## src/rtl/fwd_pkg.sv

```systemverilog
// Shared definitions for the forwarding / load-use hazard unit.
//  - FWD_RF    : fwd_sel code meaning "take the operand from the register file"
//  - sel_width : width of a fwd_sel field for a given scoreboard depth
package fwd_pkg;

    localparam int FWD_RF = 0;

    // Codes 0..DEPTH must fit: 0 = regfile, k+1 = scoreboard entry k.
    function automatic int sel_width(input int depth);
        return (depth < 1) ? 1 : $clog2(depth + 1);
    endfunction

endpackage

```

## src/rtl/fwd_match.sv

```systemverilog
// Priority encoder over the in-flight writer scoreboard.
// Finds the youngest (lowest index) valid entry whose destination equals src.
// Ports:
//  src      in   AW          register being looked up (r0 never matches)
//  ent_vld  in   DEPTH       entry valid bits, bit k = entry k
//  ent_load in   DEPTH       entry is a load
//  ent_rd   in   DEPTH*AW    entry destinations, entry k at [k*AW +: AW]
//  hit      out  1           some entry matched
//  sel      out  SELW        k+1 of the youngest match, FWD_RF on no match
//  is_load  out  1           youngest match is a load
module fwd_match
    import fwd_pkg::*;
#(
    parameter int AW    = 5,
    parameter int DEPTH = 2,
    parameter int SELW  = 2
) (
    input  logic [AW-1:0]       src,
    input  logic [DEPTH-1:0]    ent_vld,
    input  logic [DEPTH-1:0]    ent_load,
    input  logic [DEPTH*AW-1:0] ent_rd,
    output logic                hit,
    output logic [SELW-1:0]     sel,
    output logic                is_load
);

    // Scan oldest to youngest so the youngest match overwrites older ones.
    always_comb begin
        hit     = 1'b0;
        sel     = SELW'(FWD_RF);
        is_load = 1'b0;
        for (int k = DEPTH - 1; k >= 0; k--) begin
            if ((src != '0) && ent_vld[k] && (ent_rd[k*AW +: AW] == src)) begin
                hit     = 1'b1;
                sel     = SELW'(k + 1);
                is_load = ent_load[k];
            end
        end
    end

endmodule

```

## src/rtl/fwd_hazard_unit.sv

```systemverilog
// Forwarding + load-use hazard unit for the pipelined MIPS core.
// Keeps a DEPTH-entry shift register of in-flight register writers fed from EX,
// picks the youngest forwarding source for each EX operand, and stalls ID when a
// consumer needs load data that cannot be forwarded yet.
// Ports:
//  clk, rst          clock (rising edge), asynchronous active-high reset
//  ex_valid/regwrite/memread/rd/src   instruction currently in EX
//  id_valid, id_src  instruction currently in ID
//  flush             squash the EX instruction this cycle
//  fwd_en, fwd_sel   per EX operand: forward enable and source (0 = regfile, k+1 = entry k)
//  stall             hold PC/IF/ID and bubble EX next cycle
//  stall_cnt         saturating count of stalled cycles
module fwd_hazard_unit
    import fwd_pkg::*;
#(
    parameter  int AW       = 5,
    parameter  int NSRC     = 2,
    parameter  int DEPTH    = 2,
    parameter  int LOAD_LAT = 1,
    parameter  int CNTW     = 16,
    localparam int SELW     = sel_width(DEPTH)
) (
    input  logic                 clk,
    input  logic                 rst,
    input  logic                 ex_valid,
    input  logic                 ex_regwrite,
    input  logic                 ex_memread,
    input  logic [AW-1:0]        ex_rd,
    input  logic [NSRC*AW-1:0]   ex_src,
    input  logic                 id_valid,
    input  logic [NSRC*AW-1:0]   id_src,
    input  logic                 flush,
    output logic [NSRC-1:0]      fwd_en,
    output logic [NSRC*SELW-1:0] fwd_sel,
    output logic                 stall,
    output logic [CNTW-1:0]      stall_cnt
);

    // Scoreboard: entry 0 = M, 1 = WB, higher = late writeback.
    logic [DEPTH-1:0]    vld_q,  vld_d;
    logic [DEPTH-1:0]    load_q, load_d;
    logic [DEPTH*AW-1:0] rd_q,   rd_d;
    logic [CNTW-1:0]     cnt_q,  cnt_d;

    logic                ex_rec;
    logic [NSRC-1:0]     ex_hit;
    logic [NSRC-1:0]     ex_load_unused;
    logic [SELW-1:0]     ex_sel [NSRC];
    logic [NSRC-1:0]     id_hit;
    logic [NSRC-1:0]     id_load;
    logic [SELW-1:0]     id_sel [NSRC];
    logic [NSRC-1:0]     haz_ex;
    logic [NSRC-1:0]     haz_sb;

    // Writes to r0 and squashed instructions never enter the scoreboard.
    assign ex_rec = ex_valid & ex_regwrite & (ex_rd != '0) & ~flush;

    always_comb begin
        vld_d  = '0;
        load_d = '0;
        rd_d   = '0;
        vld_d[0]       = ex_rec;
        load_d[0]      = ex_memread;
        rd_d[AW-1:0]   = ex_rd;
        for (int k = 1; k < DEPTH; k++) begin
            vld_d[k]           = vld_q[k-1];
            load_d[k]          = load_q[k-1];
            rd_d[k*AW +: AW]   = rd_q[(k-1)*AW +: AW];
        end
    end

    for (genvar i = 0; i < NSRC; i++) begin : g_src
        fwd_match #(
            .AW    (AW),
            .DEPTH (DEPTH),
            .SELW  (SELW)
        ) u_ex_match (
            .src      (ex_src[i*AW +: AW]),
            .ent_vld  (vld_q),
            .ent_load (load_q),
            .ent_rd   (rd_q),
            .hit      (ex_hit[i]),
            .sel      (ex_sel[i]),
            .is_load  (ex_load_unused[i])
        );

        fwd_match #(
            .AW    (AW),
            .DEPTH (DEPTH),
            .SELW  (SELW)
        ) u_id_match (
            .src      (id_src[i*AW +: AW]),
            .ent_vld  (vld_q),
            .ent_load (load_q),
            .ent_rd   (rd_q),
            .hit      (id_hit[i]),
            .sel      (id_sel[i]),
            .is_load  (id_load[i])
        );

        assign fwd_en[i]                = ex_hit[i];
        assign fwd_sel[i*SELW +: SELW]  = ex_sel[i];

        // Load sitting in EX right now: its data is never forwardable to the next EX.
        assign haz_ex[i] = ex_valid & ex_regwrite & ex_memread &
                           (id_src[i*AW +: AW] != '0) & (ex_rd == id_src[i*AW +: AW]);

        // Youngest match is a load that still needs more entries before forwarding.
        // A younger non-load match hides the older load, so only the youngest counts.
        assign haz_sb[i] = id_hit[i] & id_load[i] & (int'(id_sel[i]) < LOAD_LAT);
    end

    // rst gates the combinational EX term too, so stall is quiet during reset.
    assign stall = ~rst & id_valid & ~flush & (|(haz_ex | haz_sb));

    always_comb begin
        cnt_d = cnt_q;
        if (stall && (cnt_q != '1)) begin
            cnt_d = cnt_q + CNTW'(1);
        end
    end

    always_ff @(posedge clk or posedge rst) begin
        if (rst) begin
            vld_q <= '0;
            cnt_q <= '0;
        end else begin
            vld_q <= vld_d;
            cnt_q <= cnt_d;
        end
    end

    // Payload fields are qualified by vld_q and need no reset.
    always_ff @(posedge clk) begin
        load_q <= load_d;
        rd_q   <= rd_d;
    end

    assign stall_cnt = cnt_q;

endmodule

```

## config.mk

```make
export PLATFORM = sky130hd
export DESIGN_NAME = fwd_hazard_unit
export DESIGN_NICKNAME = d
export VERILOG_FILES = /design/src/rtl/fwd_pkg.sv /design/src/rtl/fwd_match.sv /design/src/rtl/fwd_hazard_unit.sv
export SDC_FILE = /design/constraint.sdc
export NUM_CORES = 1
export LEC_CHECK = 0
export BUFFER_PORTS_ARGS = -buffer_cell sky130_fd_sc_hd__buf_2
export CORE_ASPECT_RATIO = 1.75
export CORE_MARGIN = 1
export CORE_UTILIZATION = 25
export DETAILED_ROUTE_END_ITERATION = 12
export SLEW_MARGIN = 20
export SYNTH_ARGS = -nofsm -noshare
export SYNTH_HDL_FRONTEND = slang
export SYNTH_HIERARCHICAL = 1
export SYNTH_SLANG_ARGS = --single-unit
```

## constraint.sdc

```tcl
create_clock -name clk -period 2.9 [get_ports clk]
set_clock_uncertainty 0.2 [all_clocks]
set_input_delay 0.58 -clock clk [delete_from_list [all_inputs] [get_ports clk]]
set_output_delay 0.58 -clock clk [all_outputs]
set_load 0.02 [all_outputs]
```

==> run metrics, run 1 <==
Tcrit/Tclk final 108%; die width roughly 71 um; CTS Buf Count 5; most frequent CP cell a31oi_2; Reg2Reg Depth 13; failing checks DRC, setup timing; vias in the first global route approximately 1900; Final Wtd Congestion 0.830; pre-CTS setup slack -0.259 ns; Mapped Area a little over 2000 um^2; first-pass GRT wire length ~9000 um; Worst-Margin Slew 0.731 ns; n_diodes 0; Setup WS post-layout -0.230 ns; Max stage delay on crit path 0.35 ns; io pins 55; Slew Limit Headroom around half; CP bufs+invs 3; fillers roughly 800; layout cells sized above 1 42.9%; Lkg Pwr ~1.2 nW; startpoint types input pin; unrepaired setup endpoints after global routing yes; number of clock sinks 30; syn nets around 240; fmax ~320 MHz; class of the worst hold path register to register; path length in cells of the critical path 11; commonest non-fill, non-tap cell in the layout buf_2; Area Growth Syn to Fin 40.6%; Via density around 4.7; Yosys warning count 6; Initial Utilization between 20 and 30%; total chip power 1.14 mW; Worst VDD drop just under 0.2 mV; 1st-pass router iterations 10; crit path max fanout 3; cell count after synthesis around 200; Die Area 8650 um^2; Die Ht approximately 120 um; Total Wirelength around 5500 um; routed length per placed instance approximately 14 um; WHS Path Cells 0; Initial DRC Count 66; depth of the CTS H-tree 2; critical path's top delay family simple AND/OR/NAND/NOR gates; clk slew on worst S/H paths around 0.050 ns; antenna violations before repair 0; Clk Latency, worst-skew pair about 0.27 ns; Worst Path Arrival around 2.4 ns; post-DP HPWL 4560 um; CP max-delay cell nor4_4; Worst Setup Path Type input pin to output port; via count 1821; outcome complete, but fails checks; Final Critical Period about 3.1 ns; Synth Area per Inst about 10 um^2; clk buf depth 2; setup TNS -0.230 ns; Core Footprint between 7000 and 8000 um^2; port buffer count 54; Final nets around 330; CTS Root Cell clkbuf_16; Post-DRT Antenna Nets 0; total grt overflow 0; max-slew violations 0; # rows 43; pin count of the biggest net entering global routing 19; P per Cell Area between 300 and 400 nW/um^2; final setup vio count 1; Tot GR Track Use between 10 and 15%; DRC 14; worst endpoint required time between 2 and 2.5 ns; CP cell instances buf_8 > buf_6 > xnor2_2 > nand4_1 > nor4_4 > mux2_4 > nand2_2 > nor3_2 > a31oi_2 > a31oi_2 > buf_4; Max-Cap Viols 0; final hold violations 0; critical path endpoint category output port; CTS tree built; commonest non-fill, non-tap cells in the layout buf_2, xnor2_1, buf_4, dfrtp_1
-- power breakdown --
part	switching [mW]	total [mW]	internal, mW
Sequential	0.0168	0.445	0.428
Clock	0.167	0.508	0.341
Combinational	0.0939	0.189	0.0948
Total	0.278	1.14	0.864
-- final timing paths --
check | slack [ns] | to | startpoint
min in group asynchronous | 0.24 | stall_cnt[6] | rst
max in group asynchronous | 1.80 | vld_q[1] | rst
hold / removal | 0.19 | load_q[1] | load_q[0]
setup reg to reg | 0.08 | stall_cnt[14] | rd_q[4]
hold reg to reg | 0.19 | load_q[1] | load_q[0]
setup / recovery | -0.23 | stall | id_src[2]
-- timing repair --
item	in CTS	in global routing
pin swaps	0	6
hold buffers	0	0
buffers inserted	0	3
setup endpoints to repair	1	6
endpoints found under the hold margin	0	0
gates cloned	0	0
resized for setup	0	16
-- through the flow --
stage	instances	instance area [um^2]	hold WS, ns	util [%]
after floorplan	203	2070	0.150	-
after global placement	375	2660	0.195	33.4
after detailed placement	375	2660	0.196	33.4
after CTS	383	2810	0.205	35.3
after global routing	386	2910	0.203	36.5
final	386	2910	0.189	36.5
-- layer usage --
| metal | track usage (%) | vias to the layer above | share of wire, % |
|---|---|---|---|
| li1 | - | 902 | - |
| met1 | 13.5 | 856 | 37 |
| met2 | 27.0 | 54 | 57 |
| met3 | 2.22 | 9 | 3.4 |
| met4 | 4.75 | 0 | 2.0 |
| met5 | 0 | - | 0 |
-- final cells by class --
class / count / area, um^2 / share of cell area, %
clock buffers: 8 / 146 / 5.04
inverters: 1 / 3.75 / 0.129
multi-input cells: 171 / 1410 / 48.6
flip-flops and latches: 30 / 691 / 23.8
well taps: 90 / 113 / 3.87
repair buffers: 86 / 541 / 18.6
-- state kept, by name (all words and copies together), names as in the netlist --
| name | count |
|---|---|
| load_q | 2 |
| rd_q | 10 |
| vld_q | 2 |
| stall_cnt | 16 |
Power figures use the tool's default switching activity.
==> run 2: changes to the inputs <==
--- a/config.mk
+++ b/config.mk
@@ -13,5 +13,4 @@
 export SLEW_MARGIN = 20
 export SYNTH_ARGS = -nofsm -noshare
 export SYNTH_HDL_FRONTEND = slang
-export SYNTH_HIERARCHICAL = 1
 export SYNTH_SLANG_ARGS = --single-unit
==> run metrics, run 2 <==
CP bufs+invs 2; syn nets 183; P per Cell Area roughly 380 nW/um^2; Synth Area per Inst 10.9 um^2; max-slew violations 0; most common cell in the netlist xnor2_1; Via density about 4.5; # rows 38; die width around 63 um; layout cells sized above 1 a little under two fifths; WHS Path Cells 0; antenna violations before repair 0; Slew Limit Headroom between 50% and 60%; Clk Latency, worst-skew pair between 0.2 and 0.3 ns; Post-CTS Setup Bufs 0; worst endpoint required time 2.12 ns; via count about 1300; Area Growth Syn to Fin 26.1%; Post-synth EDFFs 0; unrepaired setup endpoints after global routing no; Core Footprint just over 6000 um^2; Max-Cap Viols 0; Worst VDD drop 0.196 mV; cell count after synthesis 150; path length in cells of the critical path 6; Die Area 6870 um^2; io pins 55; crit path max fanout 3; Post-CTS Hold Fix Bufs 0; Final Critical Period approximately 2.6 ns; Max stage delay on crit path about 0.5 ns; most frequent CP cell buf_2; Die Ht 109 um; commonest non-fill, non-tap cells in the layout buf_2, xnor2_1, dfrtp_1, nand4_1, dfxtp_1; CTS Buf Count 3; startpoint types input pin; outcome finished clean; Worst Setup Path Type input pin to output port; setup TNS 0 ns; final hold slack around 0.21 ns; fmax 386 MHz; Primary FF master, synth dfrtp_1; CP max-delay cell or4_1; critical path endpoint category output port; Synth cell types 37; Tcrit/Tclk final 89.4%; CTS Root Cell clkbuf_8; n_diodes 0; clk slew on worst S/H paths 0.10 ns; Yosys warning count 0; Tot GR Track Use 11.5%; vias in the first global route between 1000 and 1500; port buffer count 54; Post-DRT Antenna Nets 0; final setup vio count 0; Final Wtd Congestion a little under 0.8; Worst Path Arrival between 1.5 and 2 ns; Initial Utilization between 20% and 30%; Final nets 241; Total Wirelength about 3700 um; first-pass GRT wire length 6060 um; DRC 0; Worst-Margin Slew between 0.7 and 0.8 ns; async set-reset flop share out of synthesis between 60 and 70%; #FFs+latches synth 28; post-DP HPWL slightly above 3000 um; class of the worst hold path register to register; CTS tree built; total grt overflow 0; critical path's top delay family simple AND/OR/NAND/NOR gates; Mapped Area 1630 um^2; commonest non-fill, non-tap cell in the layout buf_2; depth of the CTS H-tree 1; Commonest cells post-synth xnor2_1, dfrtp_1, nand4_1; Initial DRC Count 30; top cell type's share of synthesized area between 20 and 30%; largest cells by area after synthesis dfrtp_1, xnor2_1, dfxtp_1; sequential share of the synthesized area between 30% and 40%; Reg2Reg Depth 6; CTS resizes 0; CP cell instances buf_2 > or4_1 > nor2_1 > nor4_1 > or2_1 > buf_2; max reg flops 16; pin count of the biggest net entering global routing 19; clk buf depth 2; final hold violations 0; 1st-pass router iterations 4; post-synth top area cell dfrtp_1; Lkg Pwr 0.938 nW; routed length per placed instance around 13 um; number of clock sinks 28
-- run 2: changes by cell type in the layout (fill, tap and decap cells not counted), moves of 5 or more --
cell / previous run / this run
nand2_1: 11 / 2
nor4_4: 5 / 0
xnor2_1: 44 / 33
buf_4: 30 / 2
nor3_1: 8 / 2
xor2_1: 15 / 8
-- run 2: area by class of cell --
class / count / area, um^2
clock buffers: 4 / 66.3
fillers: 645 / 4170
inverters: 2 / 7.51
multi-input cells: 117 / 947
flip-flops and latches: 28 / 651
well taps: 80 / 100
repair buffers: 56 / 285
-- run 2: path summary, 6_finish.rpt --
check / startpoint / slack, ns / endpoint
worst max-delay path: ex_src[1] / 0.31 / fwd_en[0]
worst min-delay path: rd_q[4] / 0.21 / rd_q[9]
worst max register to register: stall_cnt[0] / 0.74 / stall_cnt[1]
worst min register to register: rd_q[4] / 0.21 / rd_q[9]
max in group asynchronous: rst / 1.81 / vld_q[1]
min in group asynchronous: rst / 0.24 / stall_cnt[3]
-- run 2: where the power goes --
group	internal, mW	switching, mW
combinational	0.0508	0.0539
sequential	0.398	0.0103
clock	0.150	0.121
-- run 2: stage by stage --
step / instance area [um^2] / setup WS [ns] / util, % / power (mW) / cells
floorplan: 1630 / 0.240 / - / 0.475 / 150
global placement: 1990 / 0.323 / 32.0 / 0.521 / 283
detailed placement: 1990 / 0.310 / 32.0 / 0.523 / 283
CTS: 2060 / 0.309 / 33.0 / 0.796 / 287
global route: 2060 / 0.190 / 33.0 / 0.824 / 287
finish: 2060 / 0.307 / 33.0 / 0.784 / 287
-- run 2: logic make-up (layout without fill, tap and decap cells) --
group,Yosys count,after routing,share of synthesized area [%]
fa+ha+maj,1,1,0.767
flops,28,28,39.9
xor+xnor,41,41,22.0
compound gates,6,6,5.21
buf+inv,5,62,2.07
mux,3,3,2.30
simple gates,66,66,27.8
-- run 2: per-layer routing --
layer | vias to the layer above | global-route usage (%) | wire length, um
met3 | 2 | 1.88 | 161
met1 | 615 | 12.4 | 1400
met5 | - | 0 | 0
met4 | 0 | 3.49 | 27
met2 | 33 | 22.1 | 2130
li1 | 637 | - | -
-- run 2: worst reg2reg max path, delay by kind of cell, from the launching register on --
| family | cells | cell delay, ns |
|---|---|---|
| mux | 1 | 0.30 |
| fa+ha+maj | 1 | 0.23 |
| flops | 1 | 0.44 |
| compound gates | 1 | 0.29 |
| simple gates | 3 | 0.59 |
==> run 3: changes to the inputs <==
--- a/config.mk
+++ b/config.mk
@@ -5,6 +5,7 @@
 export SDC_FILE = /design/constraint.sdc
 export NUM_CORES = 1
 export LEC_CHECK = 0
+export ABC_AREA = 1
 export BUFFER_PORTS_ARGS = -buffer_cell sky130_fd_sc_hd__buf_2
 export CORE_ASPECT_RATIO = 1.75
 export CORE_MARGIN = 1
==> run metrics, run 3 <==
outcome complete, but fails checks; failing checks DRC; fmax around 420 MHz; class of the worst hold path input pin to async pin; Reg2Reg Depth 7; power share of the clock group between 40% and 50%; sequential share of the synthesized area 33.8%; register share of total power ~46%; vias in the first global route between 1500 and 2000; CP max-delay cell nor4_1; Slew Limit Headroom between 70% and 80%; via count a little under 2000; antenna violations before repair 1; Initial Utilization 25.6%; Max stage delay on crit path around 0.37 ns; Comb power frac 12.6%; clk slew on worst S/H paths ~0.070 ns; Synth Area in Compound Gates about 2.7%; #FFs+latches synth 28; Core Footprint approximately 7500 um^2; die width slightly below 70 um; Mapped Area ~1900 um^2; Via density 4.60; largest family of logic cells by synthesized area simple AND/OR/NAND/NOR gates; crit path max fanout 4; Worst Setup Path Type input pin to output port; Worst-Margin Slew just under 0.4 ns; depth of the CTS H-tree 1; final hold violations 0; Reg-to-Reg Start stall_cnt[0]; Tot GR Track Use between 10% and 20%; Commonest cells post-synth nand2_1, nor2_1, nand4_1; Post-CTS Setup Bufs 0; Setup WS post-layout about 0.53 ns; Worst Path Arrival 1.59 ns; Post-Synth Adder-Cell Area less than 1%; max-slew violations 0; final setup vio count 0; Final Wtd Congestion 0.874; r2r endpoint stall_cnt[2]; most common cell in the netlist nand2_1; Area Growth Syn to Fin 23.6%; CTS Buf Count 3; Primary FF master, synth dfrtp_1; syn nets 312; 1st-pass router iterations 8; Synth Area per Inst between 6 and 7 um^2; number of clock sinks 28; P per Cell Area ~380 nW/um^2; CTS Root Cell clkbuf_16; Reg2Reg Setup Slack between 0.9 and 1 ns; post-synth top area cell dfrtp_1; Final Core Density about a third; pin count of the biggest net entering global routing 19; Post-synth EDFFs 0; total grt overflow 0; Synth Area in XOR/XNOR roughly 11%; fillers 822; CTS tree built; io pins 55; CP cell instances buf_2 > inv_1 > or2_2 > nand4_1 > nor4_1 > buf_2; clk buf depth 2; commonest non-fill, non-tap cell in the layout nand2_1; Clk Latency, worst-skew pair 0.26 ns; DRC 2; Lkg Pwr between 1 and 1.5 nW; Max-Cap Viols 0; largest cells by area after synthesis dfrtp_1, nand2_1, dfxtp_1; Final Critical Period between 2 and 2.5 ns; Die Area ~8100 um^2; Synth Area in Simple Gates 43.5%; Die Ht roughly 120 um; max reg flops 16; setup TNS 0 ns; Initial DRC Count 47; async set-reset flop share out of synthesis ~64%; Total Wirelength between 5000 and 6000 um; CTS resizes 0; Final nets 367; Yosys warning count 0; first-pass GRT wire length about 8300 um; # rows 42; pre-CTS setup slack 0.554 ns; Worst VDD drop about 0.25 mV; P_int 685 uW; worst endpoint required time about 2.1 ns; commonest non-fill, non-tap cells in the layout nand2_1, buf_2, nor2_1, nand4_1, inv_1; cell count after synthesis ~280; post-DP HPWL between 3000 and 4000 um; Net Switching 210 uW; Synth cell types 34; mux contribution to synthesized area 0%; Tcrit/Tclk final about four fifths; critical path endpoint category output port; layout cells sized above 1 between 20% and 30%; routed length per placed instance approximately 12 um; switching part of the total a little under a quarter; most frequent CP cell buf_2; startpoint types input pin; unrepaired setup endpoints after global routing no; port buffer count 54; top cell type's share of synthesized area 23.4%; Post-DRT Antenna Nets 0; Post-CTS Hold Fix Bufs 0
[run 3: power by group through the flow]
stage                     combinational [mW]  clock, mW  sequential [mW]
after floorplan                       0.0625          0            0.415
after global placement                 0.112          0            0.417
final                                  0.112      0.373            0.409
after detailed placement               0.113          0            0.417
after CTS                              0.114      0.383            0.409
after global routing                   0.128      0.394            0.410
[run 3: kinds of logic after synthesis]
family / after synthesis
AO/OA/AOI/OAI: 9
buffers and inverters: 38
flip-flops: 28
XOR/XNOR: 24
AND/OR/NAND/NOR: 179
adder cells (fa/ha/maj): 1
[run 3: worst max path at each step]
stage	startpoint	to	slack [ns]	cells after the start
6_report	ex_src[3]	fwd_sel[0]	0.53	6
3_3_place_gp	ex_src[9]	fwd_en[1]	0.57	5
3_5_place_dp	ex_src[9]	fwd_en[1]	0.55	5
5_1_grt	ex_rd[3]	stall	0.36	10
4_1_cts	ex_src[3]	fwd_en[0]	0.55	7
2_1_floorplan	ex_src[3]	fwd_sel[1]	0.26	5
[run 3: metal layers]
metal | track usage, % | share of wire, % | wire length (um)
met2 | 25.4 | 56 | 2870
met4 | 6.38 | 3.1 | 159
met5 | 0 | 0 | 0
met1 | 13.7 | 37 | 1870
met3 | 1.54 | 4.0 | 204
[run 3: critical path, delay by kind of cell]
family	cells	cell delay, ns
simple gates	3	0.58
buf+inv	3	0.43
[run 3: through the flow]
stage / power (mW) / hold slack [ns] / cells / instance area [um^2]
3_5_place_dp: 0.530 / 0.166 / 417 / 2280
6_report: 0.894 / 0.141 / 422 / 2380
5_1_grt: 0.931 / 0.167 / 422 / 2380
2_1_floorplan: 0.478 / 0.151 / 279 / 1930
3_3_place_gp: 0.529 / 0.172 / 417 / 2280
4_1_cts: 0.906 / 0.148 / 421 / 2380
[run 3: final cells by class]
cell class,instances,area [um^2],area share (%)
multi-input combinational,213,1110,46.7
inverter,32,120,5.04
antenna,1,2.50,0.105
timing repair buffer,56,285,12.0
tap,88,110,4.62
clock buffer,4,100,4.20
sequential,28,651,27.3
